`src/rtl/rex_pkg.sv`:
```
// Shared game constants: state encodings and sprite geometry, common with the Decider.
package rex_pkg;

  // Encodings match the Decider's game_state input.
  typedef enum logic [1:0] {
    GS_PLAY  = 2'b00,
    GS_READY = 2'b01,
    GS_OVER  = 2'b10
  } game_state_t;

  localparam logic [15:0]        SCREEN_W  = 16'd128;
  localparam logic [15:0]        REX_X     = 16'd8;
  localparam logic [15:0]        REX_W     = 16'd16;
  localparam logic [15:0]        OBS_W     = 16'd8;
  localparam logic [15:0]        OBS_H     = 16'd12;
  localparam logic [15:0]        OBS_SPEED = 16'd2;
  localparam logic signed [7:0]  JUMP_V    = 8'sd7;
  localparam logic [7:0]         LFSR_SEED = 8'hA5;

  // One step of the x^8+x^6+x^5+x^4+1 Fibonacci LFSR, shifting toward the MSB.
  function automatic logic [7:0] lfsrNext(input logic [7:0] s);
    return {s[6:0], s[7] ^ s[5] ^ s[4] ^ s[3]};
  endfunction

endpackage

```
`src/rtl/rex_btn_sync.sv`:
```
// Brings the raw jump button into the clock domain and emits a one-cycle pulse on each rising edge.
module rex_btn_sync (
  input  logic clk,
  input  logic rst,
  input  logic i_btn,
  output logic o_press
);

  logic r_meta;
  logic r_sync;
  logic r_prev;

  // Two-flop synchroniser followed by a delayed copy for edge detection.
  always_ff @(posedge clk or posedge rst) begin
    if (rst) begin
      r_meta <= 1'b0;
      r_sync <= 1'b0;
      r_prev <= 1'b0;
    end else begin
      r_meta <= i_btn;
      r_sync <= r_meta;
      r_prev <= r_sync;
    end
  end

  assign o_press = r_sync & ~r_prev;

endmodule

```
`src/rtl/rex_game_core.sv`:
```
// Game logic for the rex runner: frame tick, READY/PLAY/OVER flow, jump physics,
// obstacle scrolling, collision and score, all advancing once per frame tick.
module rex_game_core
  import rex_pkg::*;
#(
  parameter int TICK_DIV = 4000
) (
  input  logic        clk,
  input  logic        rst,
  input  logic        jump_i,
  output logic [15:0] rex_down_o,
  output logic [15:0] obstacle_left_o,
  output logic [1:0]  game_state_o,
  output logic [15:0] score_o,
  output logic        tick_o
);

  localparam int              CW       = (TICK_DIV > 2) ? $clog2(TICK_DIV) : 1;
  localparam logic [CW-1:0]   CNT_LAST = CW'(TICK_DIV - 1);
  localparam logic [15:0]     REX_RIGHT = REX_X + REX_W;

  logic [CW-1:0]      r_cnt;
  logic               r_tick;
  logic [CW-1:0]      w_cntNext;
  logic [7:0]         r_lfsr;
  game_state_t        r_state;
  logic [15:0]        r_rexDown;
  logic signed [7:0]  r_vel;
  logic [15:0]        r_obsLeft;
  logic [15:0]        r_score;
  logic               r_pend;

  logic               w_press;
  logic               w_pendEff;
  logic signed [17:0] w_sum;
  logic [15:0]        w_hNext;
  logic signed [7:0]  w_vNext;
  logic [15:0]        w_olNext;
  logic [15:0]        w_scoreNext;
  logic               w_hit;

  rex_btn_sync u_btn (
    .clk     (clk),
    .rst     (rst),
    .i_btn   (jump_i),
    .o_press (w_press)
  );

  assign w_cntNext = r_tick ? '0 : r_cnt + CW'(1);

  // Free-running frame divider; r_tick is high exactly while the counter sits at its last value.
  always_ff @(posedge clk or posedge rst) begin
    if (rst) begin
      r_cnt  <= '0;
      r_tick <= 1'b0;
    end else begin
      r_cnt  <= w_cntNext;
      r_tick <= (w_cntNext == CNT_LAST);
    end
  end

  // Pseudo-random source for obstacle respawn offsets, stepping every clock.
  always_ff @(posedge clk or posedge rst) begin
    if (rst) begin
      r_lfsr <= LFSR_SEED;
    end else begin
      r_lfsr <= lfsrNext(r_lfsr);
    end
  end

  // A press only arms a jump while the rex is standing still on the ground.
  assign w_pendEff = r_pend | (w_press && (r_rexDown == 16'd0) && (r_vel == 8'sd0));

  // Next-frame positions, score and collision, evaluated on the values the tick will register.
  always_comb begin
    w_sum       = $signed({2'b00, r_rexDown}) + $signed({{10{r_vel[7]}}, r_vel});
    w_hNext     = r_rexDown;
    w_vNext     = r_vel;
    w_olNext    = r_obsLeft - OBS_SPEED;
    w_scoreNext = r_score;
    if (w_pendEff) begin
      w_hNext = {8'd0, JUMP_V};
      w_vNext = JUMP_V - 8'sd1;
    end else if ((r_rexDown != 16'd0) || (r_vel != 8'sd0)) begin
      if (w_sum <= 18'sd0) begin
        w_hNext = 16'd0;
        w_vNext = 8'sd0;
      end else begin
        w_hNext = w_sum[15:0];
        w_vNext = r_vel - 8'sd1;
      end
    end
    if (r_obsLeft < OBS_SPEED) begin
      w_olNext    = SCREEN_W + {11'd0, r_lfsr[4:0]};
      w_scoreNext = (r_score == 16'hFFFF) ? r_score : r_score + 16'd1;
    end
    w_hit = (w_olNext < REX_RIGHT) &&
            (({1'b0, w_olNext} + {1'b0, OBS_W}) > {1'b0, REX_X}) &&
            (w_hNext < OBS_H);
  end

  // Game state machine; in PLAY a tick commits the physics step, and a hit freezes the picture in OVER.
  always_ff @(posedge clk or posedge rst) begin
    if (rst) begin
      r_state   <= GS_READY;
      r_rexDown <= 16'd0;
      r_vel     <= 8'sd0;
      r_obsLeft <= SCREEN_W;
      r_score   <= 16'd0;
      r_pend    <= 1'b0;
    end else begin
      case (r_state)
        GS_READY: begin
          if (w_press) begin
            r_state   <= GS_PLAY;
            r_rexDown <= 16'd0;
            r_vel     <= 8'sd0;
            r_obsLeft <= SCREEN_W;
            r_score   <= 16'd0;
            r_pend    <= 1'b0;
          end
        end
        GS_PLAY: begin
          if (r_tick) begin
            r_rexDown <= w_hNext;
            r_vel     <= w_vNext;
            r_obsLeft <= w_olNext;
            r_score   <= w_scoreNext;
            r_pend    <= 1'b0;
            if (w_hit) begin
              r_state <= GS_OVER;
            end
          end else begin
            r_pend <= w_pendEff;
          end
        end
        GS_OVER: begin
          if (w_press) begin
            r_state <= GS_READY;
          end
        end
        default: begin
          r_state <= GS_READY;
        end
      endcase
    end
  end

  assign rex_down_o      = r_rexDown;
  assign obstacle_left_o = r_obsLeft;
  assign game_state_o    = r_state;
  assign score_o         = r_score;
  assign tick_o          = r_tick;

endmodule

```
`config.mk`:
```
export PLATFORM = sky130hd
export DESIGN_NAME = rex_game_core
export DESIGN_NICKNAME = d
export VERILOG_FILES = /design/src/rtl/rex_pkg.sv /design/src/rtl/rex_btn_sync.sv /design/src/rtl/rex_game_core.sv
export SDC_FILE = /design/constraint.sdc
export NUM_CORES = 1
export LEC_CHECK = 0
export CAP_MARGIN = 20
export CORE_ASPECT_RATIO = 0.9
export CORE_UTILIZATION = 41
export DETAILED_ROUTE_END_ITERATION = 8
export PLACE_DENSITY = 0.58
export SLEW_MARGIN = 20
export SYNTH_ARGS = -nofsm -noshare
export SYNTH_HDL_FRONTEND = slang
export SYNTH_HIERARCHICAL = 1
export SYNTH_SLANG_ARGS = --single-unit
export TNS_END_PERCENT = 10
```
`constraint.sdc`:
```
create_clock -name clk -period 6.5 [get_ports clk]
set_clock_uncertainty 0.15 [all_clocks]
set_input_delay 1.95 -clock clk [delete_from_list [all_inputs] [get_ports clk]]
set_output_delay 1.95 -clock clk [all_outputs]
set_load 0.02 [all_outputs]
```
# After elaboration in Yosys (flattened, before gate mapping)
# Index checks and enable logic that the tools add are counted.
dict set report totals {
  wordCells 86
  input_bits 3
  out_inout_bits 51
  regBits 83
}
dict set report op_classes {
  n_bitwise 6
  order_cmp 5
  addsub 7
  mux 29
  n_reduce_logical 16
  n_eq_ne 11
}
# op count
set ops {}
lappend ops {{two-way mux 16 bit} 11}
lappend ops {{case mux 16 bit (2 select lines)} 3}
lappend ops {{two-way mux 8 bit} 5}
lappend ops {{adder 17 x 8 -> 18 bit} 1}
lappend ops {{less-or-equal comparator 18 x 1 -> 1 bit, second input constant} 1}
lappend ops {{adder 16 x 4 -> 17 bit, second input constant} 1}
lappend ops {{> comparator 17 x 4 -> 1 bit, second input constant} 1}
lappend ops {{adder 16 x 1 -> 16 bit, second input constant} 1}
lappend ops {{== test 16 bit, second input constant} 1}
lappend ops {{zero test 16 bit} 1}
lappend ops {{less-than comparator 16 x 2 -> 1 bit, second input constant} 1}
lappend ops {{less-than comparator 16 x 4 -> 1 bit, second input constant} 1}
lappend ops {{less-than comparator 16 x 5 -> 1 bit, second input constant} 1}
lappend ops {{case mux 8 bit (2 select lines)} 1}
lappend ops {{nonzero test 16 bit} 1}
lappend ops {{subtractor 16 x 2 -> 16 bit, second input constant} 1}
lappend ops {{adder 12 x 1 -> 12 bit, second input constant} 1}
lappend ops {{== test 12 bit, second input constant} 1}
lappend ops {{two-way mux 12 bit} 1}
lappend ops {{inequality test 2 bit, second input constant} 6}
lappend ops {{adder 8 x 5 -> 9 bit, first input constant} 1}
lappend ops {{zero test 8 bit} 1}
lappend ops {{two-way mux 2 bit} 4}
lappend ops {{AND reduction 4 bit} 2}
lappend ops {{other kinds (19)} 25}

# Depth between registers and ports, before layout
dict set report depth {
  depth_word 11
  mapped_depth 13
  ltp_nobuf 12
}

# By module
# The synthesis kept the hierarchy.
# mod n_inst cells_each seq_area_each_um2 area_each_um2
set modules_own_cells {}
lappend modules_own_cells {rex_game_core 1 569 2009.4 5076.1}
lappend modules_own_cells {rex_btn_sync 1 5 75.1 92.6}

# Least setup slack after synthesis
# Ideal clock, no wire load.
dict set report synth_timing {
  kind {flip-flop to flip-flop}
  from {register r_rexDown[0], in the netlist rex_down_o[0]}
  to {register r_vel[0]}
  t_arrival_ns 3.048
  setup_ns 0.125
  period_less_slack_ns 3.323
  stages_incl_launch_ff 13
  setup_slack_ns 3.177
  t_required_ns 6.225
  n_path_buf 1
  path_cell_list {dfrtp_1 ha_1 inv_1 fa_1 nor2b_1 o31ai_2 a2111oi_0 o21ai_0 a2111oi_0 and4_1 a21oi_2 buf_2 mux2_2}
}
dict set report synth_between {
  elab_chain_cells 7
  elab_cells_between_ends 15
  cone_classes {add/sub (1); order compare (1); eq/ne (1); mux (5); bitwise (1); reduce/logical (6)}
}
# item line_no
set synth_lines {}
lappend synth_lines {{from (decl)} rex_game_core.sv:27} ;# logic [15:0] r_rexDown;
lappend synth_lines {{from (signal assigned)} rex_game_core.sv:125} ;# r_rexDown <= w_hNext;
lappend synth_lines {{adder 17 x 8 -> 18 bit / zero test 16 bit (equally long branches)} {rex_game_core.sv:76, rex_game_core.sv:72}}
lappend synth_lines {{less-or-equal comparator 18 x 1 -> 1 bit / logical AND 1 bit (equally long branches)} {rex_game_core.sv:85, rex_game_core.sv:72}}
lappend synth_lines {{two-way mux 8 bit / logical AND 1 bit (equally long branches)} {rex_game_core.sv:85, rex_game_core.sv:72}}
lappend synth_lines {{two-way mux 8 bit / OR 1 bit (equally long branches)} {rex_game_core.sv:84, rex_game_core.sv:72}}
lappend synth_lines {{two-way mux 8 bit} rex_game_core.sv:81} ;# if (w_pendEff) begin
lappend synth_lines {{two-way mux 8 bit} rex_game_core.sv:124} ;# if (r_tick) begin
lappend synth_lines {{case mux 8 bit (2 select lines)} rex_game_core.sv:112} ;# case (r_state)
lappend synth_lines {{to (signal assigned)} rex_game_core.sv:126} ;# r_vel <= w_vNext;
lappend synth_lines {{to (decl)} rex_game_core.sv:28} ;# logic signed [7:0] r_vel;
# Parallel ways exist; a longest one is shown, timed or not. The select of a mux whose other input is x is not followed.
# A chain may end at the register's enable or synchronous reset.

# Final worst setup path
dict set report layout_timing {
  from {register r_vel[7]}
  to {register r_vel[6]}
}
dict set report layout_between {
  elab_chain_cells 7
  elab_cells_between_ends 14
  cone_classes {add/sub (1); order compare (1); eq/ne (1); mux (5); bitwise (1); reduce/logical (5)}
}
# item line_no
set layout_lines {}
lappend layout_lines {{adder 17 x 8 -> 18 bit} rex_game_core.sv:76} ;# w_sum = $signed({2'b00, r_rexDown}) + $signed({{10{r_vel[7]}}, r_vel});
lappend layout_lines {{less-or-equal comparator 18 x 1 -> 1 bit} rex_game_core.sv:85} ;# if (w_sum <= 18'sd0) begin
lappend layout_lines {{two-way mux 8 bit} rex_game_core.sv:85}
lappend layout_lines {{two-way mux 8 bit} rex_game_core.sv:84} ;# end else if ((r_rexDown != 16'd0) || (r_vel != 8'sd0)) begin
lappend layout_lines {{two-way mux 8 bit} rex_game_core.sv:81}
lappend layout_lines {{two-way mux 8 bit} rex_game_core.sv:124}
lappend layout_lines {{case mux 8 bit (2 select lines)} rex_game_core.sv:112}
# Parallel ways exist; a longest one is shown, timed or not. The select of a mux whose other input is x is not followed.

==> flow_summary.ini <==
[drt]
drc = 0
post_drt_wl_per_cell_um = 16.43
vias = 4472
totalWireLength_mm = 12.78
first_pass_iters = 6
ant_nets = 0
drtIter0Drc = 404
vias_per_cell = 5.748

[critical_path]
worstPathRequired_ns = 6.57
cp.arrival_ns = 4.21
crit_path_max_fanout = 20
end_kind = flip-flop
slowest_delay_ns = 0.81
crit_start = r_vel[7]
regToRegStartpoint = r_vel[7]
path_cells = ha_1 > a21oi_1 > o21ai_0 > a221o_1 > or3_1 > a2111oi_0 > and4_1 > a21oi_2 > and3_1 > a221o_1
crit_slowest_cell = dfrtp_1
cpMostUsedCell = a221o_1
worstSetupPathType = reg -> reg
crit_family = compound AO/OA/AOI/OAI gates
cp-start-kind = flip-flop
cp.buffers_inverters = 0

[placement]
dp_hpwl_mm = 9.313
pre_cts_ws_ns = 2.394
placed_cell_area_um2 = 5798
place_congestion = 0.9075
port_buffers = 53

[cts]
cts_resized = 0
post_cts_buffers = 0
clk_pin_slew_ns = 0.06
hold_buffers = 0
clk_latency_ns = 0.34
cts.sinks = 83
h-tree-depth = 3
cts_buffers = 9
clk_path_buf_depth = 2
cts-root-buf = clkbuf_16
cts_tree = done

[synth]
synth.largest_area_cell = dfrtp_1
yosys.area_share.simple_pct = 22.29
netlist_instances = 574
yosysUniqueCellTypes = 70
synth_common_cells = dfrtp_1, nor2_1, o21ai_0
synth_top_family_by_area = simple AND/OR/NAND/NOR gates
ys.flop_type = dfrtp_1
synth-edff-count = 0
synth.most_common_cell = dfrtp_1
synth_compound_area_share_pct = 20.31
postSynthAreaPerCell_um2 = 9.005
synth_xor_area_share_pct = 6.609
ys_seq_area_share_pct = 40.33
synthMuxAreaShare_pct = 1.404
yosys-top-cells-area = dfrtp_1, ha_1, nor2_1, o21ai_0, xor2_1
syn-num-nets = 599
synth-seq-cells = 83
synth_top_area_share_pct = 37.28
synth_area_um2 = 5169
yosys.area_share.adder_pct = 5.471
synth_async_sr_flop_share_pct = 100.0
yosys_warnings = 6

[pwr]
powerDensity_nw_per_um2 = 167.9
leakage_uw = 0.002739
power_uw = 1022
peakVddDrop_mv = 0.1030

[global_routing]
track_usage_pct = 21.28
gr-total-overflow = 0
antenna_found_initial = 0
grt_pass1_wl_mm = 21.98
grt_max_degree = 43
first_global_vias = 4366

[min_path]
holdCritStartpoint = r_lfsr[6]
hold_class = reg -> reg

[sta]
relSlewSlack_pct = 47.88
finalCritPeriodShare_pct = 63.75
final_max_slew_viol_count = 0
finalSetupTns_ns = 0
period_needed_ns = 4.144
hold_viol = 0
fmax_ghz = 0.2413
worst_slack_ns = 2.356
report.final.setup_viol = 0
rsz0062_at_grt = no
tightest_slew_ns = 0.7758

[final_layout]
seq_area_um2 = 2085
num_antenna_cells = 0
fin_area_um2 = 6085
postLayoutCoreUtil_pct = 49.99
nFillCells = 1191
fin_nets = 638
area_growth_pct = 17.72
multiInputGateArea_um2 = 2899
drive_above_1_share_pct = 6.634

[floorplanning]
dieArea_um2 = 13060
initial_core_util_pct = 42.47
dieHeight_um = 108.5
num_io_pins = 54
core_um2 = 12170
rows = 38
die_w_um = 120.4

[status]
status = finished, final reports clean

[flow_run]
cap_violations = 0
==> path summary, 6_finish.rpt <==
kind                              endpoint  slack [ns]  cells after the start
min                              r_lfsr[7]        0.20                      0
max                               r_vel[6]        2.36                     10
min reg2reg                      r_lfsr[7]        0.20                      0
max reg2reg                       r_vel[6]        2.36                     10
min in group asynchronous     u_btn/r_prev        1.67                      2
max in group asynchronous  game_state_o[0]        3.30                      3
==> placed cells by master, fill, tap and decap left out, types with 7 or more instances in the layout <==
cell type / count
a21o_1: 13
a21oi_1: 32
a22o_1: 12
and3_1: 8
clkbuf_16: 9
clkdlybuf4s50_1: 53
dfrtp_1: 77
ha_1: 21
inv_1: 15
nand2_1: 40
nand3_1: 20
nor2_1: 68
nor3_1: 17
nor4_1: 10
o21ai_0: 46
o31ai_1: 7
or3_1: 16
xnor2_1: 15
xor2_1: 24
==> power breakdown <==
| group | leakage [µW] | total (µW) | internal [µW] | switching, µW |
|---|---|---|---|---|
| combinational | 0.00149 | 13.1 | 2.20 | 10.9 |
| clock | 0.000139 | 491 | 273 | 218 |
| sequential | 0.00111 | 518 | 518 | 0.513 |
| total | 0.00274 | 1020 | 792 | 229 |
==> cell families (layout without fill, tap and decap cells) <==
| kind of cell | Yosys count | after routing |
|---|---|---|
| and+or+nand+nor | 223 | 223 |
| adders and majority gates | 22 | 22 |
| buffers and inverters | 44 | 88 |
| xor gates and xnor gates | 39 | 39 |
| muxes | 7 | 7 |
| AOI/OAI and AO/OA | 156 | 156 |
| DFF | 83 | 83 |
==> state kept, by name, indices dropped and copies added, names as in the netlist <==
| register | flops |
|---|---|
| r_cnt | 12 |
| u_btn/r_meta | 1 |
| obstacle_left_o | 16 |
| u_btn/r_sync | 1 |
| r_pend | 1 |
| tick_o | 1 |
| game_state_o | 2 |
| r_vel | 8 |
| score_o | 16 |
| r_lfsr | 8 |
| u_btn/r_prev | 1 |
| rex_down_o | 16 |
==> metrics by stage <==
stage / hold WS (ns) / std cells
finish: 0.2014 / 778
global route: 0.2112 / 778
CTS: 0.2036 / 778
detailed placement: 0.1972 / 762
global placement: 0.1848 / 762
floorplan: 0.1812 / 574
==> layout make-up <==
class / instances / area share (%)
Multi-Input combinational cell: 447 / 47.65
Sequential cell: 83 / 34.26
Timing Repair Buffer: 56 / 9.089
Clock buffer: 10 / 3.928
Tap cell: 160 / 3.290
Inverter: 16 / 1.008
Clock inverter: 6 / 0.7814
==> per-layer routing <==
| layer | track usage, % | vias to the layer above | wire, µm |
|---|---|---|---|
| li1 | - | 2178 | - |
| met4 | 6.349 | 0 | 185 |
| met2 | 33.95 | 106 | 5839 |
| met1 | 29.43 | 2172 | 6359 |
| met5 | 0 | - | 0 |
| met3 | 3.903 | 16 | 397 |
(Power assumes the default switching activity.)
